### config.mk
export PLATFORM = sky130hd
export DESIGN_NAME = mesi_bus_arbiter
export DESIGN_NICKNAME = d
export VERILOG_FILES = /design/src/rtl/mesi_bus_arbiter.sv
export SDC_FILE = /design/constraint.sdc
export NUM_CORES = 1
export LEC_CHECK = 0
export BUFFER_PORTS_ARGS = -buffer_cell sky130_fd_sc_hd__buf_2
export CAP_MARGIN = 20
export CORE_MARGIN = 10
export CORE_UTILIZATION = 51
export CTS_CLUSTER_DIAMETER = 30
export CTS_CLUSTER_SIZE = 30
export DETAILED_ROUTE_END_ITERATION = 12
export PLACE_DENSITY = 0.83
export SYNTH_ARGS = -nofsm -noshare
export SYNTH_HDL_FRONTEND = slang
export SYNTH_SLANG_ARGS = --single-unit
### constraint.sdc
create_clock -name clock -period 3.5 [get_ports clock]
set_input_delay 0.7 -clock clock [delete_from_list [all_inputs] [get_ports clock]]
set_output_delay 0.7 -clock clock [all_outputs]
set_load 0.05 [all_outputs]
### src/rtl/mesi_bus_arbiter.sv
// mesi_bus_arbiter
//
// Shares the single snooping coherence bus between three L1 controllers.
// A round-robin arbiter picks one requester, the transaction is broadcast
// for one cycle, the other caches' snoop responses are collected, then
// either a dirty-line flush, a memory read/write, or nothing (invalidate)
// is sequenced before a one-cycle completion pulse to the requester.
//
// Ports:
//   clock        single rising-edge clock
//   reset        synchronous, active-high
//   req[2:0]     per-cache bus request, held until that cache's done
//   req_op[5:0]  2 bits per cache: 00 read miss, 01 write miss,
//                10 invalidate (S->M upgrade), 11 writeback
//   req_addr     ADDR_W bits per cache
//   gnt[2:0]     one-hot grant, held from BUS through DONE, zero in IDLE
//   bus_valid    one-cycle broadcast strobe
//   bus_op/bus_addr/bus_src  granted transaction, held like gnt
//   snoop_hit    per-cache line present (S/E/M), sampled in SNOOP
//   snoop_dirty  per-cache line in M, sampled in SNOOP
//   mem_req      memory access request, held until mem_ack
//   mem_we       1 = write (flush / writeback), 0 = read
//   mem_ack      single-cycle memory completion
//   done[2:0]    one-cycle completion pulse to the granted cache
//   shared       valid with done: another cache hit on a read miss
//
// All outputs are registered.

module mesi_bus_arbiter #(
    parameter int ADDR_W = 5
) (
    input  logic                  clock,
    input  logic                  reset,
    input  logic [2:0]            req,
    input  logic [5:0]            req_op,
    input  logic [3*ADDR_W-1:0]   req_addr,
    output logic [2:0]            gnt,
    output logic                  bus_valid,
    output logic [1:0]            bus_op,
    output logic [ADDR_W-1:0]     bus_addr,
    output logic [1:0]            bus_src,
    input  logic [2:0]            snoop_hit,
    input  logic [2:0]            snoop_dirty,
    output logic                  mem_req,
    output logic                  mem_we,
    input  logic                  mem_ack,
    output logic [2:0]            done,
    output logic                  shared
);

    localparam logic [1:0] OP_RD  = 2'b00;
    localparam logic [1:0] OP_INV = 2'b10;
    localparam logic [1:0] OP_WB  = 2'b11;

    typedef enum logic [2:0] {
        S_IDLE,
        S_BUS,
        S_SNOOP,
        S_FLUSH,
        S_MEM,
        S_DONE
    } state_t;

    state_t              state_reg;
    logic [1:0]          last_reg;
    logic [2:0]          gnt_reg;
    logic                bus_valid_reg;
    logic [1:0]          bus_op_reg;
    logic [ADDR_W-1:0]   bus_addr_reg;
    logic [1:0]          bus_src_reg;
    logic                mem_req_reg;
    logic                mem_we_reg;
    logic [2:0]          done_reg;
    logic                shared_reg;
    logic                hit_any_reg;

    // cand[k] is the cache examined k-th in the round-robin search,
    // i.e. (last + 1 + k) mod 3.
    logic [2:0][1:0]     cand;
    // Snoop responses from the source itself are meaningless and masked off.
    logic [2:0]          snoop_mask;

    genvar gi;
    generate
        for (gi = 0; gi < 3; gi++) begin : g_rr
            logic [2:0] sum;
            assign sum        = {1'b0, last_reg} + 3'(gi + 1);
            assign cand[gi]   = (sum >= 3'd3) ? 2'(sum - 3'd3) : sum[1:0];
            assign snoop_mask[gi] = (bus_src_reg != 2'(gi));
        end
    endgenerate

    logic [1:0] win_idx;
    logic       hit_others;
    logic       dirty_others;

    always_comb begin
        win_idx = cand[2];
        if (req[cand[1]]) win_idx = cand[1];
        if (req[cand[0]]) win_idx = cand[0];
    end

    assign hit_others   = |(snoop_hit   & snoop_mask);
    assign dirty_others = |(snoop_dirty & snoop_mask);

    always_ff @(posedge clock) begin
        if (reset) begin
            state_reg     <= S_IDLE;
            last_reg      <= 2'd2;
            gnt_reg       <= '0;
            bus_valid_reg <= 1'b0;
            bus_op_reg    <= '0;
            bus_addr_reg  <= '0;
            bus_src_reg   <= '0;
            mem_req_reg   <= 1'b0;
            mem_we_reg    <= 1'b0;
            done_reg      <= '0;
            shared_reg    <= 1'b0;
            hit_any_reg   <= 1'b0;
        end else begin
            // Single-cycle pulses default low.
            bus_valid_reg <= 1'b0;
            done_reg      <= '0;
            shared_reg    <= 1'b0;
            case (state_reg)
                S_IDLE: begin
                    if (|req) begin
                        state_reg     <= S_BUS;
                        last_reg      <= win_idx;
                        gnt_reg       <= 3'b001 << win_idx;
                        bus_valid_reg <= 1'b1;
                        bus_op_reg    <= req_op[{win_idx, 1'b0} +: 2];
                        bus_addr_reg  <= req_addr[ADDR_W*win_idx +: ADDR_W];
                        bus_src_reg   <= win_idx;
                    end
                end
                S_BUS: begin
                    state_reg <= S_SNOOP;
                end
                S_SNOOP: begin
                    // The flush/memory decision uses the live masked
                    // responses; only hit_any is needed later for shared.
                    hit_any_reg <= hit_others;
                    case (bus_op_reg)
                        OP_WB: begin
                            state_reg   <= S_MEM;
                            mem_req_reg <= 1'b1;
                            mem_we_reg  <= 1'b1;
                        end
                        OP_INV: begin
                            state_reg <= S_DONE;
                            done_reg  <= gnt_reg;
                        end
                        default: begin
                            // A dirty owner supplies the line while it is
                            // written back; no separate memory read follows.
                            state_reg   <= dirty_others ? S_FLUSH : S_MEM;
                            mem_req_reg <= 1'b1;
                            mem_we_reg  <= dirty_others;
                        end
                    endcase
                end
                S_FLUSH, S_MEM: begin
                    if (mem_ack) begin
                        state_reg   <= S_DONE;
                        mem_req_reg <= 1'b0;
                        mem_we_reg  <= 1'b0;
                        done_reg    <= gnt_reg;
                        shared_reg  <= hit_any_reg && (bus_op_reg == OP_RD);
                    end
                end
                S_DONE: begin
                    state_reg    <= S_IDLE;
                    gnt_reg      <= '0;
                    bus_op_reg   <= '0;
                    bus_addr_reg <= '0;
                    bus_src_reg  <= '0;
                end
                default: begin
                    state_reg <= S_IDLE;
                end
            endcase
        end
    end

    assign gnt       = gnt_reg;
    assign bus_valid = bus_valid_reg;
    assign bus_op    = bus_op_reg;
    assign bus_addr  = bus_addr_reg;
    assign bus_src   = bus_src_reg;
    assign mem_req   = mem_req_reg;
    assign mem_we    = mem_we_reg;
    assign done      = done_reg;
    assign shared    = shared_reg;

endmodule

==> implementation parameters <==
Parameter                              Value

Place
  Port Buffer Count ... 51
  Routability cong. ... between 0.8 and 0.9
  DP Wirelength ... 2770 µm
  Cell count after placement ... 218

STA
  Post-route fraction of the period consumed by the critical path ... 69.2%
  Final count of pins violating max slew ... 0
  Minimum clock period ... roughly 2.4 ns
  Endpoints failing hold ... 0
  Pin slew with the least headroom to its limit ... 0.534 ns
  Final worst clock skew ... 0.00285 ns
  Final-layout setup total negative slack ... 0 ns
  Final number of setup-violating endpoints ... 0
  Fmax achieved ... between 400 and 500 MHz
  Unrepaired setup endpoints after global routing ... no
  Relative slew slack ... 64.4%

Setup path
  Arrival time at the worst endpoint ... 2.70 ns
  Critical R2R Capture ... bus_addr[1]
  Critical Path Slowest Stage Cell ... sky130_fd_sc_hd__dfxtp_1
  Worst setup slack for register-to-register paths ... between 1 and 1.5 ns
  Startpoint Class ... flip-flop
  Worst Setup End Kind ... flip-flop
  Crit path largest cell delay ... 0.44 ns
  Reg2Reg Launch Point ... last_reg[0]
  Cells traversed along the worst timing path ... inv_1 > ha_1 > mux2_4 > a211oi_2 > o31ai_2 > buf_4 > nor3_2 > a221o_1
  Worst reg2reg path depth ... 8
  Category of the critical setup timing path ... reg2reg
  Worst Path Required ... 3.78 ns
  Top fanout value on the critical path ... 12

Synth
  Mean instance size in the synthesized netlist ... 9.34 µm²
  Seq/Total Area, Yosys ... a little under two fifths
  Cell types with the largest area share after synthesis ... sky130_fd_sc_hd__dfxtp_1, sky130_fd_sc_hd__a32o_1, sky130_fd_sc_hd__a221o_1
  Most frequent cells after synthesis ... sky130_fd_sc_hd__dfxtp_1, sky130_fd_sc_hd__nand2_1, sky130_fd_sc_hd__a21oi_1, sky130_fd_sc_hd__nor2_1, sky130_fd_sc_hd__a32o_1
  Number of warnings printed during yosys synthesis ... 0
  Syn Inst Count ... between 100 and 150
  Most frequently used cell type in the post-synthesis netlist ... sky130_fd_sc_hd__dfxtp_1
  Proportion of register bits with asynchronous set or reset after synthesis ... 0%
  Portion of synthesized cell area occupied by the leading cell type ... 37.5%
  Syn_nets ... 180
  Post-synthesis instance area ... ~0.0013 mm²
  EDFF count, synth ... 0
  Prevailing post-synth register cell ... sky130_fd_sc_hd__dfxtp_1
  Number of distinct library cells after synthesis ... 43
  Library cell with the largest summed area after synthesis ... sky130_fd_sc_hd__dfxtp_1
  Flip-flop and latch count after synthesis ... 25

Route
  Routed len/inst ... between 15 and 20 µm
  Count of vias placed by the detailed router ... between 1000 and 1500
  Drt drc ... 0
  First-iteration detailed-routing DRC count ... 65
  Antenna Violating Nets Remaining ... 0
  Detail-routed via count per cell ... 5.85
  Detailed-routing iteration count for the pre-antenna-repair pass ... 4
  WL final ... between 3000 and 4000 µm

Min path
  WHS Endpoint ... shared
  Beginning of the worst hold path ... hit_any_reg
  Kind of path behind the tightest hold check ... reg2reg
  Hold depth ... 2

Finish
  Sequential cell area ... 500 µm²
  Share of final-layout standard cells stronger than drive strength 1 ... 35.9%
  Layout Cells excl Fill ... 222
  Final Net Count ... 230
  Number of flip-flops under the largest register name ... 5
  Post-synthesis to final-layout area growth ... 21.3%
  Multi-input gate area in the final layout ... 776 µm²
  Finished Core Util ... 64.9%
  Count of inserted antenna diode cells ... 0
  Filler Cell Count ... around 220

Global route
  Largest net degree at the start of global routing ... 16
  Wire length of the first global-routing pass ... ~5800 µm
  GRT Resource Usage Total ... between 10% and 20%
  Via count of the first global-routing pass ... 1287
  Initial antenna violation count ... 0
  GRT Residual Overflow ... 0

Power
  Worst supply voltage drop on vdd ... between 0.0007 and 0.0008 V
  Static Leak ... 0.733 nW
  Post-route total power ... 1.49 mW
  Power per cell area ... 917 mW/mm²

Clocking
  Clock network latency to the later pin of the worst-skew pair ... about 0.32 ns
  Post-CTS setup buffer count ... 0
  Max clock buf depth ... 2
  Clock tree from TritonCTS ... done
  # hold bufs at CTS ... 0
  Clock Sink Count ... 25
  Clock transition at the registers of the reported paths ... 0.14 ns
  Root buffer cell ... sky130_fd_sc_hd__clkbuf_4
  Count of cells resized by post-cts repair ... 0
  Clock buffers created by TritonCTS ... 3
  H-tree levels ... 1

Status
  Run status ... complete, no violations

Floorplanning
  Floorplan Core Area ... ~0.0025 mm²
  Die Ht ... 71.2 µm
  Number of core rows ... 18
  IO Pins ... 52
  Width of the die ... 71.2 µm
  Full die area ... 0.00507 mm²
  Effective utilization at floorplan ... 53.5%

Job
  Max-capacitance violation count ... 0
## power breakdown
| group | switching, mW | internal (mW) |
|---|---|---|
| Clock | 0.0901 | 0.0438 |
| Sequential | 0.0902 | 0.373 |
| Combinational | 0.563 | 0.325 |
## layout by cell type, fill, tap and decap left out, types with 3 or more instances in the layout
cell type,netlist,final
sky130_fd_sc_hd__o211ai_1,5,5
sky130_fd_sc_hd__nand3_1,5,5
sky130_fd_sc_hd__buf_2,3,51
sky130_fd_sc_hd__ha_1,4,4
sky130_fd_sc_hd__nand2_1,11,11
sky130_fd_sc_hd__dfxtp_1,25,25
sky130_fd_sc_hd__a221o_1,6,6
sky130_fd_sc_hd__and2_1,5,5
sky130_fd_sc_hd__mux2_2,3,3
sky130_fd_sc_hd__nor2b_1,3,3
sky130_fd_sc_hd__nand2b_1,3,3
sky130_fd_sc_hd__a32o_1,7,7
sky130_fd_sc_hd__o21a_1,3,3
sky130_fd_sc_hd__o21ai_0,6,6
sky130_fd_sc_hd__inv_1,4,4
sky130_fd_sc_hd__clkbuf_4,0,3
sky130_fd_sc_hd__nor2_1,8,8
sky130_fd_sc_hd__a21oi_1,8,8
## layout make-up
cell class / instances / share of cell area (%)
Clock buffer: 3 / 1.39
Clock inverter: 1 / 0.463
Inverter: 4 / 0.926
Multi-Input combinational cell: 107 / 47.8
Sequential cell: 25 / 30.9
Tap cell: 30 / 2.31
Timing Repair Buffer: 52 / 16.2
## logic make-up (layout without fill, tap and decap cells)
logic type,Yosys count,in the layout,synth area share [%]
simple gates,44,44,17.5
buf+inv,11,60,4.49
mux,6,6,5.15
fa+ha+maj,4,4,3.75
flops,25,25,37.5
compound gates,53,53,31.6
## per-stage QoR
step	instance area [µm²]	hold slack (ns)	setup slack, ns
final	1620	0.468	1.08
after global routing	1620	0.506	0.894
after CTS	1620	0.471	1.08
after detailed placement	1590	0.452	1.10
after global placement	1590	0.439	1.17
after floorplan	1340	0.429	1.34
## worst max-delay path, delay by kind of cell, from the launching register on
kind	cells	cell delay [ns]
buffers and inverters	2	0.32
adders and majority gates	1	0.25
AOI/OAI and AO/OA	3	0.61
muxes	1	0.31
and+or+nand+nor	1	0.44
DFF	1	0.44
## worst max path at each step
| stage | startpoint | endpoint | slack (ns) | cells past startpoint |
|---|---|---|---|---|
| 6_report | last_reg[0] | bus_addr[1] | 1.08 | 8 |
| 3_5_place_dp | req[0] | bus_addr[1] | 1.10 | 7 |
| 4_1_cts | last_reg[0] | bus_addr[1] | 1.08 | 8 |
| 5_1_grt | last_reg[0] | bus_op[1] | 0.89 | 8 |
| 2_1_floorplan | last_reg[0] | bus_addr[0] | 1.34 | 8 |
| 3_3_place_gp | req[0] | bus_op[1] | 1.17 | 7 |
## layer usage
| metal | vias up | GRT usage (%) | wire length [µm] |
|---|---|---|---|
| met5 | - | 0 | 0 |
| met4 | 0 | 3.87 | 26 |
| met3 | 3 | 5.72 | 323 |
| met2 | 60 | 19.9 | 1500 |
| met1 | 591 | 16.4 | 1610 |
| li1 | 644 | - | - |
(Power assumes the default switching activity.)
